--- src/rtl/viterbi_frame_ctl_if.sv ---
// Handshake and datapath-control bundle between the Viterbi frame sequencer and its
// neighbours (symbol source, BMU/ACS, survivor memory, traceback and output stage).
interface viterbi_frame_ctl_if #(
    parameter int unsigned AW = 8
) ();
    logic          start;
    logic          in_valid;
    logic          in_ready;
    logic [1:0]    rx_pair_in;
    logic [1:0]    bmc_rx_pair;
    logic          acs_init;
    logic          acs_en;
    logic          sm_wr_en;
    logic          sm_rd_en;
    logic [AW-1:0] sm_addr;
    logic          tb_load;
    logic          out_valid;
    logic          out_ready;
    logic [AW-1:0] out_addr;
    logic          busy;
    logic          frame_done;

    modport master (
        output start, in_valid, rx_pair_in, out_ready,
        input  in_ready, bmc_rx_pair, acs_init, acs_en, sm_wr_en, sm_rd_en, sm_addr,
               tb_load, out_valid, out_addr, busy, frame_done
    );

    modport slave (
        input  start, in_valid, rx_pair_in, out_ready,
        output in_ready, bmc_rx_pair, acs_init, acs_en, sm_wr_en, sm_rd_en, sm_addr,
               tb_load, out_valid, out_addr, busy, frame_done
    );
endinterface

--- src/rtl/viterbi_frame_ctl.sv ---
// Frame sequencer for the rate-1/2 Viterbi decoder: symbol intake and ACS feed,
// survivor-memory write/traceback addressing, and decoded-bit readout, one frame at a time.
module viterbi_frame_ctl #(
    parameter int unsigned FRAME_LEN = 256,
    parameter int unsigned AW        = 8
) (
    input logic              clk,
    input logic              rst_n,
    viterbi_frame_ctl_if.slave bus
);

    typedef enum logic [2:0] {StIdle, StInit, StAcs, StFlush, StTb, StOut} state_e;

    // Counters carry one extra bit so FRAME_LEN == 2**AW does not alias to zero.
    localparam logic [AW:0]   FrameCnt = (AW+1)'(FRAME_LEN);
    localparam logic [AW-1:0] LastAddr = AW'(FRAME_LEN - 1);

    state_e        state_q, state_d;
    logic [AW:0]   sym_cnt_q, sym_cnt_d;
    logic [AW:0]   wr_cnt_q, wr_cnt_d;
    logic [1:0]    pair_q, pair_d;
    logic          acs_en_q, acs_en_d;
    logic          wr_en_q, wr_en_d;
    logic [AW-1:0] addr_q, addr_d;
    logic          load_q, load_d;
    logic [AW-1:0] out_addr_q, out_addr_d;
    logic          done_q, done_d;

    logic in_ready;
    logic accept;
    logic xfer;
    logic last_wr;

    always_comb begin
        state_d    = state_q;
        sym_cnt_d  = sym_cnt_q;
        wr_cnt_d   = wr_cnt_q;
        pair_d     = pair_q;
        acs_en_d   = 1'b0;
        wr_en_d    = 1'b0;
        addr_d     = addr_q;
        load_d     = load_q;
        out_addr_d = out_addr_q;
        done_d     = 1'b0;

        in_ready = (state_q == StAcs) && (sym_cnt_q < FrameCnt);
        accept   = in_ready && bus.in_valid;
        xfer     = (state_q == StOut) && bus.out_ready;
        last_wr  = wr_en_q && (addr_q == LastAddr);

        // Intake pipeline: accept -> acs_en -> survivor write, one stage each.
        if (accept) begin
            pair_d    = bus.rx_pair_in;
            acs_en_d  = 1'b1;
            sym_cnt_d = sym_cnt_q + 1'b1;
        end
        if (acs_en_q) begin
            wr_en_d  = 1'b1;
            addr_d   = wr_cnt_q[AW-1:0];
            wr_cnt_d = wr_cnt_q + 1'b1;
        end

        unique case (state_q)
            StIdle: begin
                // The frame_done cycle itself cannot restart a frame.
                if (bus.start && !done_q) state_d = StInit;
            end
            StInit: begin
                sym_cnt_d  = '0;
                wr_cnt_d   = '0;
                out_addr_d = '0;
                load_d     = 1'b0;
                state_d    = StAcs;
            end
            StAcs: begin
                if (sym_cnt_q == FrameCnt) state_d = StFlush;
            end
            StFlush: begin
                if (load_q) begin
                    load_d  = 1'b0;
                    addr_d  = LastAddr;
                    state_d = StTb;
                end else if (last_wr) begin
                    load_d = 1'b1;
                end
            end
            StTb: begin
                if (addr_q == '0) begin
                    state_d = StOut;
                end else begin
                    addr_d = addr_q - 1'b1;
                end
            end
            StOut: begin
                if (xfer) begin
                    if (out_addr_q == LastAddr) begin
                        out_addr_d = '0;
                        done_d     = 1'b1;
                        state_d    = StIdle;
                    end else begin
                        out_addr_d = out_addr_q + 1'b1;
                    end
                end
            end
            default: state_d = StIdle;
        endcase
    end

    always_ff @(posedge clk or negedge rst_n) begin
        if (!rst_n) begin
            state_q    <= StIdle;
            sym_cnt_q  <= '0;
            wr_cnt_q   <= '0;
            pair_q     <= '0;
            acs_en_q   <= 1'b0;
            wr_en_q    <= 1'b0;
            addr_q     <= '0;
            load_q     <= 1'b0;
            out_addr_q <= '0;
            done_q     <= 1'b0;
        end else begin
            state_q    <= state_d;
            sym_cnt_q  <= sym_cnt_d;
            wr_cnt_q   <= wr_cnt_d;
            pair_q     <= pair_d;
            acs_en_q   <= acs_en_d;
            wr_en_q    <= wr_en_d;
            addr_q     <= addr_d;
            load_q     <= load_d;
            out_addr_q <= out_addr_d;
            done_q     <= done_d;
        end
    end

    assign bus.in_ready    = in_ready;
    assign bus.bmc_rx_pair = pair_q;
    assign bus.acs_init    = (state_q == StInit);
    assign bus.acs_en      = acs_en_q;
    assign bus.sm_wr_en    = wr_en_q;
    assign bus.sm_rd_en    = (state_q == StTb);
    assign bus.sm_addr     = addr_q;
    assign bus.tb_load     = (state_q == StFlush) && load_q;
    assign bus.out_valid   = (state_q == StOut);
    assign bus.out_addr    = out_addr_q;
    assign bus.busy        = (state_q != StIdle);
    assign bus.frame_done  = done_q;

endmodule

--- src/flat_wrapper.sv ---
// flat-port wrapper written by rule: the top's interface ports become plain ports
module viterbi_frame_ctl_flat 
#(
    parameter int unsigned FRAME_LEN = 256,
    parameter int unsigned AW        = 8
)
  (clk, rst_n, bus_start, bus_in_valid, bus_rx_pair_in, bus_out_ready, bus_in_ready, bus_bmc_rx_pair, bus_acs_init, bus_acs_en, bus_sm_wr_en, bus_sm_rd_en, bus_sm_addr, bus_tb_load, bus_out_valid, bus_out_addr, bus_busy, bus_frame_done);
  viterbi_frame_ctl_if #(.AW(AW)) bus_i ();
  input logic clk;
  input logic rst_n;
  input wire logic [$bits(bus_i.start)-1:0] bus_start;
  input wire logic [$bits(bus_i.in_valid)-1:0] bus_in_valid;
  input wire logic [$bits(bus_i.rx_pair_in)-1:0] bus_rx_pair_in;
  input wire logic [$bits(bus_i.out_ready)-1:0] bus_out_ready;
  output wire logic [$bits(bus_i.in_ready)-1:0] bus_in_ready;
  output wire logic [$bits(bus_i.bmc_rx_pair)-1:0] bus_bmc_rx_pair;
  output wire logic [$bits(bus_i.acs_init)-1:0] bus_acs_init;
  output wire logic [$bits(bus_i.acs_en)-1:0] bus_acs_en;
  output wire logic [$bits(bus_i.sm_wr_en)-1:0] bus_sm_wr_en;
  output wire logic [$bits(bus_i.sm_rd_en)-1:0] bus_sm_rd_en;
  output wire logic [$bits(bus_i.sm_addr)-1:0] bus_sm_addr;
  output wire logic [$bits(bus_i.tb_load)-1:0] bus_tb_load;
  output wire logic [$bits(bus_i.out_valid)-1:0] bus_out_valid;
  output wire logic [$bits(bus_i.out_addr)-1:0] bus_out_addr;
  output wire logic [$bits(bus_i.busy)-1:0] bus_busy;
  output wire logic [$bits(bus_i.frame_done)-1:0] bus_frame_done;
  assign bus_i.start = bus_start;
  assign bus_i.in_valid = bus_in_valid;
  assign bus_i.rx_pair_in = bus_rx_pair_in;
  assign bus_i.out_ready = bus_out_ready;
  assign bus_in_ready = bus_i.in_ready;
  assign bus_bmc_rx_pair = bus_i.bmc_rx_pair;
  assign bus_acs_init = bus_i.acs_init;
  assign bus_acs_en = bus_i.acs_en;
  assign bus_sm_wr_en = bus_i.sm_wr_en;
  assign bus_sm_rd_en = bus_i.sm_rd_en;
  assign bus_sm_addr = bus_i.sm_addr;
  assign bus_tb_load = bus_i.tb_load;
  assign bus_out_valid = bus_i.out_valid;
  assign bus_out_addr = bus_i.out_addr;
  assign bus_busy = bus_i.busy;
  assign bus_frame_done = bus_i.frame_done;
  viterbi_frame_ctl #(.FRAME_LEN(FRAME_LEN), .AW(AW)) u_core (.clk(clk), .rst_n(rst_n), .bus(bus_i));
endmodule
--- config.mk ---
export PLATFORM = sky130hd
export DESIGN_NAME = viterbi_frame_ctl_flat
export DESIGN_NICKNAME = d
export VERILOG_FILES = /design/src/rtl/viterbi_frame_ctl_if.sv /design/src/rtl/viterbi_frame_ctl.sv /design/src/flat_wrapper.sv
export SDC_FILE = /design/constraint.sdc
export NUM_CORES = 1
export LEC_CHECK = 0
export ABC_AREA = 1
export BUFFER_PORTS_ARGS = -buffer_cell sky130_fd_sc_hd__buf_2
export CAP_MARGIN = 10
export CORE_MARGIN = 8
export CORE_UTILIZATION = 52
export CTS_BUF_LIST = sky130_fd_sc_hd__clkbuf_16
export CTS_CLUSTER_SIZE = 28
export DETAILED_ROUTE_END_ITERATION = 10
export PLACE_DENSITY = 0.81
export SLEW_MARGIN = 15
export SYNTH_ARGS = -nofsm -noshare
export SYNTH_HDL_FRONTEND = slang
export SYNTH_SLANG_ARGS = --single-unit
--- constraint.sdc ---
create_clock -name clk -period 1.6 [get_ports clk]
set_clock_uncertainty 0.2 [all_clocks]
set_input_delay 0.32 -clock clk [delete_from_list [all_inputs] [get_ports clk]]
set_output_delay 0.32 -clock clk [all_outputs]
set_load 0.01 [all_outputs]
==> results of run 1 <==
cell type report:
cell class | count | area (sq um)
Tap cell | 54 | 67.56
Clock inverter | 3 | 41.29
Clock buffer | 5 | 125.1
Multi-Input combinational cell | 242 | 1445
Timing Repair Buffer | 94 | 778.2
Inverter | 45 | 181.4
Fill cell | 242 | 938.4
Sequential cell | 42 | 1052
registers in the layout, summed over array words and instances, names as in the netlist:
signal                  flops
u_core.bus.sm_addr          8
u_core.wr_cnt_q             8
u_core.bus.out_addr         8
u_core.bus.frame_done       1
u_core.bus.acs_en           1
u_core.bus.sm_wr_en         1
u_core.load_q               1
u_core.sym_cnt_q            9
u_core.bus.bmc_rx_pair      2
u_core.state_q              3
synth_stat cells, types with 2 or more instances:
master | instances | area, sq um
xnor2_1 | 4 | 35.03
buf_4 | 3 | 22.52
dfrtp_1 | 42 | 1051
a21oi_1 | 13 | 65.06
inv_2 | 3 | 11.26
nor3_1 | 13 | 65.06
nand2_2 | 3 | 18.77
nor2_2 | 2 | 12.51
nand3_1 | 24 | 120.1
nand4_1 | 17 | 106.4
o21ai_0 | 30 | 150.1
o211ai_1 | 5 | 37.54
nor2_1 | 33 | 123.9
or2_2 | 2 | 12.51
inv_1 | 42 | 157.7
nand2_1 | 83 | 311.6
ha_1 | 6 | 75.07
critical path, cell delays in order (launching register included):
cell and delay [ns]:
dfrtp_1 0.45, buf_6 0.14, nand2_4 0.06, inv_4 0.07, nand2_4 0.06, nor2_4 0.15, buf_6 0.13
timing repair:
| item | 4_1_cts | 5_1_grt |
|---|---|---|
| hold endpoints to repair | 42 | 0 |
| gates cloned | 1 | 1 |
| endpoints found under the setup margin | 16 | 44 |
| setup buffers | 12 | 6 |
| hold buffers | 1 | 0 |
| resized for setup | 41 | 64 |
| pin swaps | 7 | 17 |
per-layer routing:
layer  share of wire, %  track usage, %  routed length (um)
met5                  0               0                   0
met4                5.9           9.223                 553
met3                9.7           5.268                 905
met2                 49           36.79                4626
met1                 35           23.87                3266
worst max-delay path by stage:
stage                               start                     end  depth (start not counted)
floorplan               u_core.state_q[1]  u_core.bus.out_addr[2]                          8
global placement    u_core.bus.sm_addr[0]   u_core.bus.sm_addr[6]                          7
detailed placement  u_core.bus.sm_addr[0]   u_core.bus.sm_addr[6]                          7
CTS                     u_core.state_q[2]           bus_out_valid                          5
global route            u_core.state_q[1]  u_core.bus.out_addr[5]                          8
finish                  u_core.state_q[0]             bus_tb_load                          6
stage by stage:
stage	utilization, %	std cells	total power, uW	hold slack, ns
6_report	79.73	485	6194	0.05889
5_1_grt	79.73	485	6490	0.06724
4_1_cts	73.76	479	5440	0.02778
3_5_place_dp	65.16	457	3874	0.1150
3_3_place_gp	65.16	457	3796	0.1068
2_1_floorplan	-	335	2839	-0.1756
power by group:
part	internal [uW]	leakage [uW]	total, uW	switching, uW
sequential	1270	0.000566	1440	169
combinational	1620	0.00116	3590	1970
clock	731	0.0000812	1160	431
total	3620	0.00181	6190	2570
kinds of logic after synthesis:
family	after synthesis	share of synthesized area, %
adders and majority gates	6	3.058
and+or+nand+nor	179	32.47
DFF	42	42.81
buffers and inverters	52	8.766
xor gates and xnor gates	4	1.427
AOI/OAI and AO/OA	52	11.47
==> flow_summary.json, run 1 <==
{
  "finalHoldViolCount": 0,
  "synthCells": 335,
  "finalInstanceArea_sq_um": 3691,
  "synthArstFlopShare_pct": 100.0,
  "ant_nets": 0,
  "layout_min_cycle_time_ns": 1.881,
  "hold_class": "in2reg",
  "cts_root_buf": "clkbuf_16",
  "finalSetupTns_ns": -4.113,
  "cts-buffers-inserted": 5,
  "status": "finished, violations left",
  "portBuffers": 33,
  "tightest_slew_ns": 0.4108,
  "syn_area_per_cell_sq_um": 7.328,
  "syn-num-nets": 348,
  "syn_area_sq_um": 2455,
  "grt_start_max_net_pins": 43,
  "final_nets": 443,
  "diodes": 0,
  "ys_types": 27,
  "cts_tree": "done",
  "core_area_sq_um": 4629,
  "clock.fmax_mhz": 531.7,
  "wl_per_cell_um": 19.28,
  "power_leakage_uw": 0.001810,
  "period_share_pct": 117.6,
  "holdPathStages": 3,
  "num_vias": 3056,
  "synth-seq-cells": 42,
  "irDropWorstVdd_mv": 1.020,
  "cts.sinks": 42,
  "path_clk_slew_ns": 0.06,
  "drc_errors": 0,
  "dp_slack_ns": -0.06235,
  "required_ns": 1.08,
  "yosysSeqAreaShare_pct": 42.81,
  "gp_congestion": 0.9078,
  "grt_pass1_vias": 2700,
  "die_h_um": 84.71,
  "drive_gt1_share_pct": 37.35,
  "cts_max_level": 2,
  "violations": "setup timing",
  "hp-start": "bus_rx_pair_in[0]",
  "setup_viol_count_final": 38,
  "dieArea_sq_um": 7176,
  "cp.arrival_ns": 1.36,
  "drt_iter0_drc": 327,
  "die_w_um": 84.71,
  "insertion_delay_ns": 0.29,
  "synth_edf_count": 0,
  "grt_pass1_wl_um": 12470,
  "worst_slack_ns": -0.2808,
  "p_per_area_nw_per_um2": 1678,
  "r2r_end": "u_core.state_q[1]",
  "viasPerCell": 6.301,
  "r2r_setup_slack_ns": -0.20,
  "yosysWarnings": 0,
  "dr.pass1.iters": 5,
  "maxSlewViolCount": 0,
  "startpoint_type": "flip-flop",
  "crit_path_max_fanout": 3,
  "track_usage_pct": 21.16,
  "rsz0062_at_grt": "true",
  "hold_end": "u_core.bus.bmc_rx_pair[0]",
  "timing.rr.start": "u_core.state_q[0]",
  "area_delta_synth_final_pct": 50.36,
  "path_class": "reg2out",
  "synthFlopType": "dfrtp_1",
  "cts_buffer_depth": 2,
  "initial_utilization_pct": 53.03,
  "globalRouteOverflowTotal": 0,
  "slew_headroom_pct": 72.51,
  "std_cell_rows": 25,
  "drv_cap": 0,
  "antenna_found_initial": 0,
  "crit_path_end_kind": "output pin",
  "layout_common_cells": "72 x nand2_1, 41 x dfrtp_1, 40 x buf_4, 36 x inv_1, 27 x buf_2",
  "pin_count": 34,
  "wirelength_um": 9352,
  "dpl-instance-area_sq_um": 3017,
  "layout_commonest_cell": "nand2_1",
  "dpl.hpwl_um": 4673,
  "reg2reg_depth": 8
}
No activity file was read; power rests on OpenSTA's default activity.
==> inputs of run 2 (changes only) <==
Settings changed: PLACE_DENSITY 0.81 to 0.76.
==> run 2 against run 1 <==
Compared with the run above: the flow still finishes with violations (setup timing); critical path depth stayed put; utilization shrank 0.73 points; global-route usage down 1.2 points; die area unchanged; wire length shrank 13%; maximum frequency increased by 3.6%; sequential power about the same; hold slack worse by 0.023 ns; cell count is 0.62% higher.
==> flow_summary.json, run 2 (synthesis gave the netlist of run 1 again) <==
{
  "dr.pass1.iters": 5,
  "power.clock.fraction_pct": 17.1,
  "cts_buffer_depth": 2,
  "cp_common_cell": "buf_6",
  "maxSlewViolCount": 0,
  "cpPeakStageDelay_ns": 0.39,
  "drc_errors": 0,
  "viasPerCell": 5.736,
  "initial_utilization_pct": 53.03,
  "diodes": 0,
  "tightest_slew_ns": 0.3640,
  "crit_chain": "inv_2 > nand2_2 > buf_6 > nor2_4 > buf_6 > buf_6",
  "wl_per_cell_um": 16.62,
  "die_h_um": 84.71,
  "antenna_found_initial": 0,
  "path_class": "reg2out",
  "hold_class": "in2reg",
  "rsz0062_at_grt": "true",
  "core_area_sq_um": 4629,
  "seq_power_share_pct": 24.4,
  "cts_max_level": 2,
  "combinationalPowerShare_pct": 58.5,
  "gp_congestion": 0.8958,
  "setup_viol_count_final": 40,
  "grt_pass1_wl_um": 11670,
  "cts_root_buf": "clkbuf_16",
  "cp.arrival_ns": 1.30,
  "crit_path_max_fanout": 4,
  "fillers": 282,
  "drv_cap": 0,
  "cts-buffers-inserted": 5,
  "critPathBufInv": 4,
  "regMostFlops": "u_core.sym_cnt_q",
  "reg2reg_depth": 11,
  "wirelength_um": 8110,
  "dp_slack_ns": -0.03905,
  "layout_min_cycle_time_ns": 1.816,
  "area_delta_synth_final_pct": 48.98,
  "pin_count": 34,
  "startpoint_type": "flip-flop",
  "irDropWorstVdd_mv": 0.7279,
  "dpl.hpwl_um": 4569,
  "holdPathStages": 3,
  "insertion_delay_ns": 0.29,
  "swShare_pct": 41.98,
  "drive_gt1_share_pct": 37.10,
  "grt_pass1_vias": 2577,
  "final_nets": 446,
  "cts.sinks": 42,
  "worst_slack_ns": -0.2161,
  "globalRouteOverflowTotal": 0,
  "slew_headroom_pct": 75.65,
  "portBuffers": 33,
  "drt_iter0_drc": 220,
  "finalHoldViolCount": 0,
  "violations": "setup timing",
  "num_vias": 2799,
  "layout_common_cells": "74 x nand2_1, 45 x buf_4, 40 x dfrtp_1, 36 x inv_1, 29 x buf_2",
  "clock.fmax_mhz": 550.6,
  "period_share_pct": 113.5,
  "die_w_um": 84.71,
  "required_ns": 1.08,
  "grt_start_max_net_pins": 43,
  "p_per_area_nw_per_um2": 1602,
  "std_cell_rows": 25,
  "holdWs_ns": 0.03542,
  "cp_top_family": "buffers and inverters",
  "dieArea_sq_um": 7176,
  "layout_commonest_cell": "nand2_1",
  "power_leakage_uw": 0.001806,
  "largest_reg_flops": 9,
  "track_usage_pct": 19.91,
  "status": "finished, violations left",
  "cts_tree": "done",
  "crit_path_end_kind": "output pin",
  "power_switching_uw": 2460,
  "path_clk_slew_ns": 0.06,
  "p_int_uw": 3400,
  "ant_nets": 0,
  "crit_cells": 6,
  "crit_slowest_cell": "dfrtp_1"
}
==> run 2: cell types whose count changed in the layout (fill, tap and decap cells not counted), sizes merged <==
cell / change
buf: +4
clkinv: +3
inv: -2
bufinv: -1
clkbuf: -1
==> run 2: final cells by class <==
class | count | area [sq um] | share of cell area [%]
Multi-Input combinational cell | 242 | 1444 | 39.48
Tap cell | 54 | 67.56 | 1.847
Clock buffer | 5 | 125.1 | 3.421
Clock inverter | 3 | 16.27 | 0.4447
Timing Repair Buffer | 97 | 767.0 | 20.97
Sequential cell | 42 | 1054 | 28.81
Inverter | 45 | 183.9 | 5.029
==> run 2: worst paths after layout <==
path	to	startpoint	slack [ns]
max in group asynchronous	u_core.state_q[0]	rst_n	0.64
min	u_core.bus.bmc_rx_pair[1]	bus_rx_pair_in[1]	0.04
max reg2reg	u_core.wr_cnt_q[1]	u_core.state_q[2]	-0.16
max	bus_acs_init	u_core.state_q[2]	-0.22
min in group asynchronous	u_core.wr_cnt_q[2]	rst_n	0.33
min reg2reg	u_core.bus.bmc_rx_pair[0]	u_core.bus.bmc_rx_pair[0]	0.28
==> run 2: metrics by stage <==
stage / utilization, % / TNS, ns / instances / total power (uW) / area (sq um)
final: 79.00 / -3.556 / 488 / 5860 / 3657
after global routing: 79.00 / -5.432 / 488 / 6127 / 3657
after global placement: 65.32 / 0 / 458 / 3781 / 3024
after floorplan: - / 0 / 335 / 2839 / 2481
after detailed placement: 65.32 / -0.2911 / 458 / 3836 / 3024
after CTS: 73.32 / -1.254 / 482 / 5264 / 3395
==> run 2: power groups by stage <==
stage | combinational [uW] | clock, uW | sequential, uW
global route | 3640 | 1040 | 1450
finish | 3430 | 1000 | 1430
global placement | 2360 | 0 | 1420
detailed placement | 2400 | 0 | 1430
CTS | 2850 | 1010 | 1410
floorplan | 1310 | 0 | 1530
==> run 2: repair_timing <==
| item | 4_1_cts | 5_1_grt |
|---|---|---|
| pin swaps | 11 | 16 |
| hold buffers | 1 | 0 |
| buffers inserted | 15 | 6 |
| endpoints found under the hold margin | 42 | 0 |
| setup endpoints to repair | 29 | 44 |
| gates cloned | 2 | 0 |
| resized for setup | 34 | 70 |
==> run 2: per-layer routing <==
metal	up-vias	GRT usage, %	share of wire [%]
met1	1311	23.19	38
met2	145	34.36	50
met4	0	7.443	3.4
met5	-	0	0
li1	1309	-	-
met3	34	4.878	7.7
==> run 2: worst reg2reg max path: stages, from the launching register on <==
cell     delay (ns)
dfrtp_1        0.39
inv_2          0.12
nand2_2        0.07
buf_6          0.12
nor2_4         0.10
buf_6          0.12
buf_4          0.10
buf_6          0.09
or2_4          0.12
nor2_2         0.03
a31oi_1        0.14
inv_1          0.06
==> inputs of run 3 (changes only) <==
Settings changed: CORE_MARGIN 8 to not set, CORE_UTILIZATION 52 to 25, PLACE_DENSITY 0.76 to not set.
==> run 3 against run 2 <==
Compared with the run above: the flow still finishes with violations (setup timing); clock power down 4%; hold slack worse by 0.0015 ns; maximum frequency up 0.50%; worst setup slack better by 0.0090 ns; non-clock buffer count unchanged; count of clock-buffer cells in the layout unchanged; first-iteration DRC count down 54%.
==> flow_summary.json, run 3 (synthesis gave the netlist of run 1 again) <==
{
  "status": "finished, violations left",
  "violations": "setup timing",
  "diodes": 0,
  "crit_chain": "inv_2 > nand2_4 > inv_2 > nand2_4 > nor2_4 > buf_6 > buf_6",
  "initial_utilization_pct": 26.19,
  "r2r_end": "u_core.state_q[2]",
  "cts_tree": "done",
  "tightest_slew_ns": 0.3071,
  "crit_path_max_fanout": 5,
  "insertion_delay_ns": 0.28,
  "setup_viol_count_final": 22,
  "layout_common_cells": "73 x nand2_1, 48 x buf_4, 40 x dfrtp_1, 37 x inv_1, 27 x buf_2",
  "hp-start": "bus_rx_pair_in[1]",
  "dpl-instance-area_sq_um": 3090,
  "worst_slack_ns": -0.2071,
  "rsz0062_at_grt": "true",
  "irDropWorstVdd_mv": 0.4878,
  "holdPathStages": 3,
  "p_per_area_nw_per_um2": 1521,
  "crit_slowest_cell": "dfrtp_1",
  "largest_reg_flops": 9,
  "grt_pass1_wl_um": 11430,
  "r2r_setup_slack_ns": -0.06,
  "viasPerCell": 4.661,
  "period_share_pct": 112.9,
  "finalInstanceArea_sq_um": 3689,
  "reg2reg_depth": 8,
  "antenna_found_initial": 0,
  "std_cell_rows": 35,
  "wl_per_cell_um": 12.17,
  "dieArea_sq_um": 10220,
  "regArea_sq_um": 1054,
  "multi_input_area_sq_um": 1394,
  "cts.sinks": 42,
  "dpl.hpwl_um": 4578,
  "hold_class": "in2reg",
  "cpPeakStageDelay_ns": 0.39,
  "dr.pass1.iters": 4,
  "core_area_sq_um": 9371,
  "path_clk_slew_ns": 0.06,
  "num_vias": 2624,
  "drc_errors": 0,
  "required_ns": 1.08,
  "hold_end": "u_core.bus.bmc_rx_pair[1]",
  "path_class": "reg2out",
  "drt_iter0_drc": 102,
  "cts_buffer_depth": 2,
  "drv_cap": 0,
  "track_usage_pct": 14.00,
  "area_delta_synth_final_pct": 50.25,
  "grt_start_max_net_pins": 43,
  "regMostFlops": "u_core.sym_cnt_q",
  "cts_max_level": 2,
  "portBuffers": 33,
  "wirelength_um": 6854,
  "cts_root_buf": "clkbuf_16",
  "slew_headroom_pct": 79.45,
  "final_nets": 447,
  "fillers": 935,
  "globalRouteOverflowTotal": 0,
  "cp.arrival_ns": 1.29,
  "pin_count": 34,
  "ant_nets": 0,
  "dp_slack_ns": -0.04211,
  "numPlacedInstances": 531,
  "gp_congestion": 0.8650,
  "layout_commonest_cell": "nand2_1",
  "cts-buffers-inserted": 5,
  "finalSetupTns_ns": -1.253,
  "instances_no_fill": 563,
  "startpoint_type": "flip-flop",
  "maxSlewViolCount": 0,
  "crit_path_end_kind": "output pin",
  "die_w_um": 101.1,
  "timing.rr.start": "u_core.bus.out_addr[0]",
  "layout_min_cycle_time_ns": 1.807,
  "drive_gt1_share_pct": 35.48,
  "finalHoldViolCount": 0,
  "grt_pass1_vias": 2524,
  "utilization_pct": 39.36,
  "die_h_um": 101.1,
  "power_leakage_uw": 0.001798,
  "clock.fmax_mhz": 553.4
}
==> run 3: cell count changes in the layout (fill, tap and decap cells not counted), moves of 3 or more <==
cell     before  now
o21ai_0       9   19
o21ai_2       7    2
nand2_4       1    8
nand2_2       8    5
buf_4        45   48
nor3_1        6    9
o21ai_1      14    9
nand2_8       4    1
==> run 3: worst max-delay path by stage <==
stage                            from                      to  slack (ns)
floorplan           u_core.state_q[1]  u_core.bus.out_addr[2]      0.0007
global placement    u_core.state_q[1]  u_core.bus.out_addr[7]       -0.03
detailed placement  u_core.state_q[1]  u_core.bus.out_addr[7]       -0.04
CTS                 u_core.state_q[2]             bus_tb_load       -0.20
global route        u_core.state_q[2]             bus_tb_load       -0.28
finish              u_core.state_q[2]             bus_tb_load       -0.21
==> run 3: metal layers <==
metal	routed length, um	global-route usage, %
met1	2996	16.64
met4	125	5.797
met5	0	0
met3	306	2.843
met2	3426	24.49
==> run 3: per-stage QoR <==
step	hold slack [ns]	power, uW
after floorplan	-0.1756	2839
after global placement	0.1167	3788
after detailed placement	0.1223	3816
after CTS	0.02911	5278
after global routing	0.04401	6033
final	0.03396	5610
==> run 3: worst max-delay path: cells and delay by family (launching register included) <==
kind | cells | cell delay [ns]
buf+inv | 4 | 0.39
flops | 1 | 0.39
simple gates | 3 | 0.23
==> run 3: final cells by class <==
cell class                      instances  share of cell area [%]
Clock buffer                            5                   3.392
Clock inverter                          2                  0.2035
Inverter                               45                   4.885
Multi-Input combinational cell        242                   37.79
Sequential cell                        42                   28.56
Tap cell                              129                   4.376
Timing Repair Buffer                   97                   20.59
Timing Repair inverter                  1                  0.2035
==> run 3: timing repair <==
action	in CTS	in global routing
setup endpoints to repair	18	41
endpoints found under the hold margin	42	0
gates resized for setup	46	41
gates cloned	3	0
setup buffers	12	9
hold buffers	1	0
pin swaps	9	7
==> run 3: power by group <==
group / total (uW) / leakage, uW / switching, uW / internal (uW)
Sequential: 1440 / 0.000565 / 164 / 1280
Clock: 956 / 0.0000723 / 397 / 559
Combinational: 3220 / 0.00116 / 1680 / 1530
Total: 5610 / 0.00180 / 2240 / 3370
